[src/rtl/pdh_demodulator.sv]
// pdh_demodulator: lock-in PDH demodulator with ±1 mixing, integrate-and-dump over 2^k samples.
// Optional PDH_DEMOD_SAT_EN: saturating err and sticky ovf; otherwise err wraps and ovf is 0.
module pdh_demodulator #(
    parameter int ADC_WIDTH     = 16,
    parameter int OUT_WIDTH     = 16,
    parameter int MAX_DEC_LOG2  = 12,
    parameter int MAX_REF_DELAY = 15
) (
    input  logic                        sys_clk,
    input  logic                        sys_rst,
    input  logic signed [ADC_WIDTH-1:0] adc,
    input  logic                        adc_valid,
    input  logic [7:0]                  pdh_ref,
    input  logic [2:0]                  ref_sel,
    input  logic [3:0]                  ref_delay,
    input  logic                        invert,
    input  logic [3:0]                  dec_log2,
    input  logic [2:0]                  gain_log2,
    input  logic                        clr,
    output logic signed [OUT_WIDTH-1:0] err,
    output logic                        err_valid,
    output logic                        ovf
);
    localparam int PW = ADC_WIDTH + 1;
    localparam int AW = PW + MAX_DEC_LOG2;
    localparam int CW = MAX_DEC_LOG2;
    localparam int YW = AW + 7;

    logic [MAX_REF_DELAY:1] dly;
    logic [MAX_REF_DELAY:0] taps;
    logic                   ref_bit;
    logic signed [PW-1:0]   p;
    logic                   p_vld;
    logic signed [AW-1:0]   acc;
    logic signed [AW-1:0]   dump;
    logic                   dump_vld;
    logic [CW-1:0]          cnt;
    logic [3:0]             k_in;
    logic [3:0]             k_win;
    logic [3:0]             k_eff;
    logic [3:0]             dump_k;
    logic                   last;
    logic                   y_vld;

    // tap 0 is the live lane, tap d is the lane as sampled d edges ago
    assign taps    = {dly, pdh_ref[ref_sel]};
    assign ref_bit = taps[ref_delay];
    assign k_in    = (dec_log2 > 4'(MAX_DEC_LOG2)) ? 4'(MAX_DEC_LOG2) : dec_log2;
    assign k_eff   = (cnt == '0) ? k_in : k_win;
    assign last    = {1'b0, cnt} == ((CW+1)'(1) << k_eff) - (CW+1)'(1);

    always_ff @(posedge sys_clk) begin
        if (sys_rst)
            dly <= '0;
        else
            dly <= {dly[MAX_REF_DELAY-1:1], taps[0]};
    end

    always_ff @(posedge sys_clk) begin
        if (sys_rst) begin
            p     <= '0;
            p_vld <= 1'b0;
        end else begin
            p_vld <= adc_valid && !clr;
            if (adc_valid && !clr)
                p <= (ref_bit ^ invert) ? PW'(adc) : -PW'(adc);
        end
    end

    always_ff @(posedge sys_clk) begin
        if (sys_rst) begin
            acc      <= '0;
            cnt      <= '0;
            dump     <= '0;
            dump_vld <= 1'b0;
            k_win    <= '0;
            dump_k   <= '0;
        end else if (clr) begin
            acc      <= '0;
            cnt      <= '0;
            dump_vld <= 1'b0;
        end else begin
            dump_vld <= p_vld && last;
            if (p_vld) begin
                k_win <= k_eff;
                if (last) begin
                    dump   <= acc + AW'(p);
                    dump_k <= k_eff;
                    acc    <= '0;
                    cnt    <= '0;
                end else begin
                    acc <= acc + AW'(p);
                    cnt <= cnt + CW'(1);
                end
            end
        end
    end

`ifdef PDH_DEMOD_SAT_EN
    logic signed [YW-1:0] y_r;
    logic                 over;
    logic                 under;

    assign over  = y_r > YW'((1 << (OUT_WIDTH-1)) - 1);
    assign under = y_r < -YW'(1 << (OUT_WIDTH-1));

    always_ff @(posedge sys_clk) begin
        if (sys_rst) begin
            y_r       <= '0;
            y_vld     <= 1'b0;
            err       <= '0;
            err_valid <= 1'b0;
            ovf       <= 1'b0;
        end else begin
            y_vld     <= dump_vld && !clr;
            y_r       <= (YW'(dump) >>> dump_k) <<< gain_log2;
            err_valid <= y_vld && !clr;
            if (y_vld && !clr)
                err <= over ? {1'b0, {(OUT_WIDTH-1){1'b1}}} : under ? {1'b1, {(OUT_WIDTH-1){1'b0}}} : y_r[OUT_WIDTH-1:0];
            ovf       <= !clr && (ovf || (y_vld && (over || under)));
        end
    end
`else
    logic [OUT_WIDTH-1:0] y_r;

    assign ovf = 1'b0;

    // only the low OUT_WIDTH bits survive wrapping, so the shift can run narrow
    always_ff @(posedge sys_clk) begin
        if (sys_rst) begin
            y_r       <= '0;
            y_vld     <= 1'b0;
            err       <= '0;
            err_valid <= 1'b0;
        end else begin
            y_vld     <= dump_vld && !clr;
            y_r       <= OUT_WIDTH'(dump >>> dump_k) << gain_log2;
            err_valid <= y_vld && !clr;
            if (y_vld && !clr)
                err <= y_r;
        end
    end
`endif
endmodule

[config.mk]
export PLATFORM = sky130hd
export DESIGN_NAME = pdh_demodulator
export DESIGN_NICKNAME = d
export VERILOG_FILES = /design/src/rtl/pdh_demodulator.sv
export SDC_FILE = /design/constraint.sdc
export NUM_CORES = 1
export LEC_CHECK = 0
export ABC_AREA = 1
export ABC_CLOCK_PERIOD_IN_PS = 4500
export CORE_MARGIN = 5
export CORE_UTILIZATION = 30
export CTS_CLUSTER_SIZE = 16
export DETAILED_ROUTE_END_ITERATION = 8
export GPL_TIMING_DRIVEN = 0
export HOLD_SLACK_MARGIN = 0.06
export PLACE_DENSITY = 0.52
export SETUP_SLACK_MARGIN = 0.02
export SLEW_MARGIN = 20
export SYNTH_ARGS = -nofsm -noshare
export SYNTH_HDL_FRONTEND = slang
export SYNTH_SLANG_ARGS = --single-unit
[constraint.sdc]
create_clock -name sys_clk -period 4.5 [get_ports sys_clk]
set_input_delay 1.35 -clock sys_clk [delete_from_list [all_inputs] [get_ports sys_clk]]
set_output_delay 1.35 -clock sys_clk [all_outputs]
set_load 0.05 [all_outputs]
==> impl_metrics.toml, run 1 <==
[final_layout]
final_nets = 1610
drive_above_1_share = 0.0614
regArea_sq_um = 2920
fillCellCount = 3347
area_growth_pct = 18.6
layout_commonest_cell = "nand2_1"
final_cell_mix = "nand2_1 (385), nor2_1 (196), o21ai_0 (148), dfxtp_1 (146), inv_1 (141)"
multi_input_area_sq_um = 5500
antenna_cells = 0
finalNonFillerCells = 1943

[sta]
fin_crit_sh = 0.911
finalHoldViolCount = 0
clock_skew_ns = 0.00968
final.setup.worst_slack_ns = 0.402
finalSetupViolCount = 0
slew_headroom = 0.532
maxSlewViolCount = 0
fin_crit_ns = 4.10
max_freq_ghz = 0.244
rsz0062_at_grt = "no"
whs_ns = 0.419
worstMarginPinSlew_ns = 0.700

[power]
p_total_mw = 3.24
ir_drop_mv = 0.238
power_leakage_nw = 4.84
power.density_nw_per_um2 = 295

[yosys]
synth_seq_cells = 146
postSynthAreaPerCell_sq_um = 6.34
post-synth-top-area-cell = "dfxtp_1"
synth_cell_types = 39
syn-num-nets = 1533
netlist_area_sq_um = 9240
synth_top_area_frac = 0.316
synthTopCellsByArea = "dfxtp_1 (32%), nand2_1 (16%), o21ai_0 (8.0%)"
ys_seq_area_frac = 0.316
syn_inst = 1457
synth_warnings = 0

[clock_tree]
clockRootBuffer = "clkbuf_16"
numCtsBuffers = 17
clkTransAtPathRegs_ns = 0.07
holdBufCountCts = 0
cts_buffer_depth = 2
postCtsSetupBuffers = 0
ctsResizeCount = 0
cts_tree = "built"
clock_latency_ns = 0.43
ctsHtreeMaxLevel = 4
cts.sinks = 146

[setup_path]
cp_data_required_time_ns = 4.83
path_cells = "clkdlybuf4s50_1, a21boi_0, nand3_1, nand2_2, nor2_4, nand2_1, ha_1, xor2_1, nand3_1, nor2_1, nand2_1, inv_1, nand3_1, nor2_2, nand2_1, nor2_4, nand3_2, buf_6, buf_6, nor2_2, nor2_1"
endpoint_kind = "flip-flop"
path_class = "in -> reg"
worst_path_max_delay_cell = "clkdlybuf4s50_1"
timing.critical_path.from = "dec_log2[2]"
cp.arrival_ns = 4.43
cpPeakStageDelay_ns = 0.51
cp-start-kind = "primary input"
critical_path_peak_fanout = 10
timing.rr.start = "cnt[0]"

[global_routing]
grt_max_degree = 17
grt_pass1_wl_um = 42500
grt_usage = 0.150
grt_overflow_total = 0
grt_pass1_vias = 8817
antenna_found_initial = 0

[floorplan]
die_h_um = 185
num_rows = 64
design.die.area_sq_um = 34400
num_io_pins = 61
die_width_um = 185
initial_core_util = 0.303
coreArea_sq_um = 30500

[detailed_routing]
vias = 9147
vias_per_cell = 4.71
ant_nets = 0
dr.pass1.iters = 7
post_drt_wl_per_cell_um = 12.9
drc = 0
wirelength_um = 25000
drtIter0Drc = 391

[hold_path]
min_path_type = "reg -> reg"
hold_start = "dly[12]"

[placement]
placed_cells = 1911
pre_cts_ws_ns = -0.0587
hpwl_um = 20100
io_buffers = 58
place.gp.congestion = 0.877

[run_status]
status = "finished, final reports clean"

[run]
drv_cap = 0
## cell usage after synthesis
| master | instances |
|---|---|
| a21boi_0 | 4 |
| a21o_1 | 3 |
| a21oi_1 | 83 |
| a221oi_1 | 1 |
| a31oi_1 | 8 |
| buf_1 | 3 |
| buf_2 | 5 |
| buf_4 | 3 |
| buf_6 | 3 |
| clkbuf_1 | 44 |
| clkinv_1 | 2 |
| conb_1 | 1 |
| dfxtp_1 | 146 |
| fa_1 | 1 |
| ha_1 | 32 |
| inv_1 | 141 |
| inv_2 | 6 |
| mux2i_1 | 10 |
| nand2_1 | 385 |
| nand2_2 | 10 |
| nand2_4 | 1 |
| nand3_1 | 70 |
| nand3_2 | 4 |
| nand3b_1 | 5 |
| nand4_1 | 11 |
| nor2_1 | 196 |
| nor2_2 | 24 |
| nor2_4 | 7 |
| nor3_1 | 25 |
| nor4_1 | 1 |
| o211ai_1 | 14 |
| o21a_1 | 7 |
| o21ai_0 | 148 |
| o21ai_2 | 1 |
| o21bai_1 | 2 |
| o221a_2 | 1 |
| o22ai_1 | 12 |
| xnor2_1 | 9 |
| xor2_1 | 28 |
## worst max-delay path, delay by kind of cell
kind | cells | cell delay, ns
xor gates and xnor gates | 1 | 0.19
adders and majority gates | 1 | 0.31
AOI/OAI and AO/OA | 1 | 0.13
and+or+nand+nor | 14 | 1.55
buffers and inverters | 4 | 0.91
## state kept, by name, indices dropped and copies added (netlist names)
name and flops:
dump 29, y_r 16, dly 15, p 17, err 16, dump_k 4
y_vld 1, acc 29, dump_vld 1, cnt 12, err_valid 1, k_win 4
p_vld 1
## logic make-up (layout without fill, tap and decap cells)
| group | after synthesis | count (layout) | synth area share |
|---|---|---|---|
| buf+inv | 207 | 297 | 0.0885 |
| flops | 146 | 146 | 0.316 |
| compound gates | 284 | 284 | 0.166 |
| xor+xnor | 37 | 37 | 0.0351 |
| other cells | 1 | 1 | 0.000406 |
| simple gates | 739 | 739 | 0.337 |
| fa+ha+maj | 33 | 33 | 0.0455 |
| mux | 10 | 10 | 0.0108 |
## final timing paths
kind,end,slack (ns),cells past startpoint
worst max-delay path,dump[23],0.40,21
worst min-delay path,dly[13],0.42,2
worst max register to register,dump[23],1.03,24
worst min register to register,dly[13],0.42,2
## routing by layer
| layer | global-route usage | wire length, um |
|---|---|---|
| met5 | 0 | 0 |
| met4 | 0.0514 | 601 |
| met3 | 0.0256 | 933 |
| met2 | 0.252 | 11500 |
| met1 | 0.194 | 12000 |
## power by group
part / switching [mW] / internal [mW] / total, mW
Combinational: 0.222 / 0.124 / 0.347
Sequential: 0.0147 / 1.32 / 1.33
Clock: 0.575 / 0.985 / 1.56
## cell type report
| type | instances | area share |
|---|---|---|
| clock inverter | 13 | 0.0190 |
| timing repair buffer | 58 | 0.0530 |
| clock buffer | 19 | 0.0395 |
| sequential | 146 | 0.267 |
| buffer | 58 | 0.0235 |
| tap | 396 | 0.0452 |
| inverter | 149 | 0.0511 |
| multi-input combinational | 1104 | 0.502 |
## metrics by stage
| step | util | instance area [sq um] | setup TNS (ns) |
|---|---|---|---|
| after CTS | 0.359 | 11000 | 0 |
| after floorplan | - | 9240 | 0 |
| after global placement | 0.338 | 10300 | -0.594 |
| after global routing | 0.359 | 11000 | 0 |
| final | 0.359 | 11000 | 0 |
| after detailed placement | 0.338 | 10300 | -1.13 |
No activity file was read; power rests on OpenSTA's default activity.
==> run 2, diff against run 1 <==
- MAX_ROUTING_LAYER: unset -> met4
==> impl_metrics.toml, run 2 (synthesized netlist as in run 1, its figures left out) <==
[sta]
worstMarginPinSlew_ns = 0.734
rsz0062_at_grt = "no"
finalHoldViolCount = 0
finalSetupViolCount = 0
max_freq_ghz = 0.249
clock_skew_ns = 0.0149
final.setup.worst_slack_ns = 0.485
fin_crit_sh = 0.892
slew_headroom = 0.510
fin_crit_ns = 4.02
tns_ns = 0
maxSlewViolCount = 0

[placement]
placed_cells = 1911
hpwl_um = 20000
place.gp.congestion = 0.885
pre_cts_ws_ns = 0.0493
io_buffers = 58

[power]
seqPwrFrac = 0.410
power_leakage_nw = 4.85
p_int_mw = 2.44
combPwrFrac = 0.106
p_clk_frac = 0.484
p_switching_mw = 0.810
swShare = 0.249
power.density_nw_per_um2 = 296
ir_drop_mv = 0.276

[floorplan]
die_h_um = 185
design.die.area_sq_um = 34400
num_rows = 64
initial_core_util = 0.303
coreArea_sq_um = 30500
die_width_um = 185
num_io_pins = 61

[final_layout]
drive_above_1_share = 0.0621
antenna_cells = 0
final_cell_mix = "nand2_1 (385), nor2_1 (196), o21ai_0 (148), dfxtp_1 (146), inv_1 (141)"
area_growth_pct = 18.7
layout_commonest_cell = "nand2_1"
final_nets = 1610
reg_top3 = "acc x29, dump x29, p x17"
finalNonFillerCells = 1942

[detailed_routing]
wirelength_um = 24700
ant_nets = 0
vias_per_cell = 4.61
drtIter0Drc = 319
dr.pass1.iters = 6
drc = 0
post_drt_wl_per_cell_um = 12.7
vias = 8948

[setup_path]
cp-start-kind = "primary input"
rr_worst_depth = 24
path_class = "in -> reg"
worst_path_max_delay_cell = "clkdlybuf4s50_1"
endpoint_kind = "flip-flop"
cp_data_required_time_ns = 4.79
worst_path_most_repeated_cell = "nand2_1"
timing.rr.start = "cnt[0]"
path_cells = "clkdlybuf4s50_1, a21boi_0, nand3_1, nand2_2, nor2_4, nand2_1, ha_1, xor2_1, nand3_1, nor2_1, nand2_1, inv_1, nand3_1, nor2_2, nand3_2, nand2_1, inv_1, buf_4, buf_4, nand2_1, a21oi_1"
critical_path_peak_fanout = 10
cpPeakStageDelay_ns = 0.52
cp.arrival_ns = 4.30
timing.critical_path.from = "dec_log2[3]"
r2r_end = "acc[23]"
crit_end = "acc[23]"
r2r_slack_ns = 1.10

[clock_tree]
ctsResizeCount = 0
holdBufCountCts = 0
cts_buffer_depth = 2
cts_tree = "built"
ctsHtreeMaxLevel = 4
cts.sinks = 146
clkTransAtPathRegs_ns = 0.06
numCtsBuffers = 17
postCtsSetupBuffers = 0
clock_latency_ns = 0.43
clockRootBuffer = "clkbuf_16"

[run_status]
status = "finished, final reports clean"

[run]
drv_cap = 0

[global_routing]
grt_pass1_vias = 8625
antenna_found_initial = 0
grt_usage = 0.152
grt_overflow_total = 0
grt_max_degree = 17
grt_pass1_wl_um = 42000

[hold_path]
min_path_type = "reg -> reg"
-- run 2: cell count changes in the layout (fill, tap and decap cells not counted), sizes merged --
cell | previous run | this run
clkbuf | 63 | 62
clkinvlp | 4 | 3
clkinv | 4 | 6
inv | 149 | 148
-- run 2: through the flow --
step | hold slack [ns] | util | total power, mW | area [sq um]
floorplan | 0.399 | - | 1.58 | 9240
CTS | 0.418 | 0.359 | 3.29 | 11000
global placement | 0.406 | 0.338 | 1.70 | 10300
global route | 0.441 | 0.359 | 3.40 | 11000
detailed placement | 0.408 | 0.338 | 1.70 | 10300
finish | 0.417 | 0.359 | 3.25 | 11000
-- run 2: area by class of cell --
type                            instances  area (sq um)
Fill cell                            3332         19600
Multi-Input combinational cell       1104          5500
Sequential cell                       146          2920
Timing Repair Buffer                   58           581
Inverter                              149           559
Tap cell                              396           495
Clock buffer                           18           439
Buffer                                 58           258
Clock inverter                         13           209
-- run 2: how the worst min path moves through the flow --
stage | start | to | slack [ns] | cells after the start
2_1_floorplan | dly[11] | dly[12] | 0.40 | 2
3_3_place_gp | dly[12] | dly[13] | 0.41 | 2
3_5_place_dp | dly[12] | dly[13] | 0.41 | 2
4_1_cts | dly[12] | dly[13] | 0.42 | 2
5_1_grt | dly[2] | dly[3] | 0.44 | 2
6_report | dly[12] | dly[13] | 0.42 | 2
-- run 2: critical path, delay by kind of cell --
family	cells	cell delay, ns
compound gates	2	0.18
xor+xnor	1	0.14
buf+inv	5	1.00
simple gates	12	1.32
fa+ha+maj	1	0.31
-- run 2: power groups by stage --
| stage | logic, mW | clock network, mW | registers [mW] |
|---|---|---|---|
| floorplan | 0.231 | 0 | 1.35 |
| global placement | 0.344 | 0 | 1.36 |
| detailed placement | 0.344 | 0 | 1.36 |
| CTS | 0.346 | 1.62 | 1.33 |
| global route | 0.390 | 1.67 | 1.33 |
| finish | 0.343 | 1.57 | 1.33 |
-- run 2: routing by layer --
| metal | wire length (um) | vias to the layer above | GRT usage |
|---|---|---|---|
| li1 | - | 4866 | - |
| met1 | 12100 | 3911 | 0.192 |
| met2 | 11500 | 146 | 0.256 |
| met3 | 801 | 25 | 0.0235 |
| met4 | 362 | 0 | 0.0402 |
| met5 | 0 | - | - |
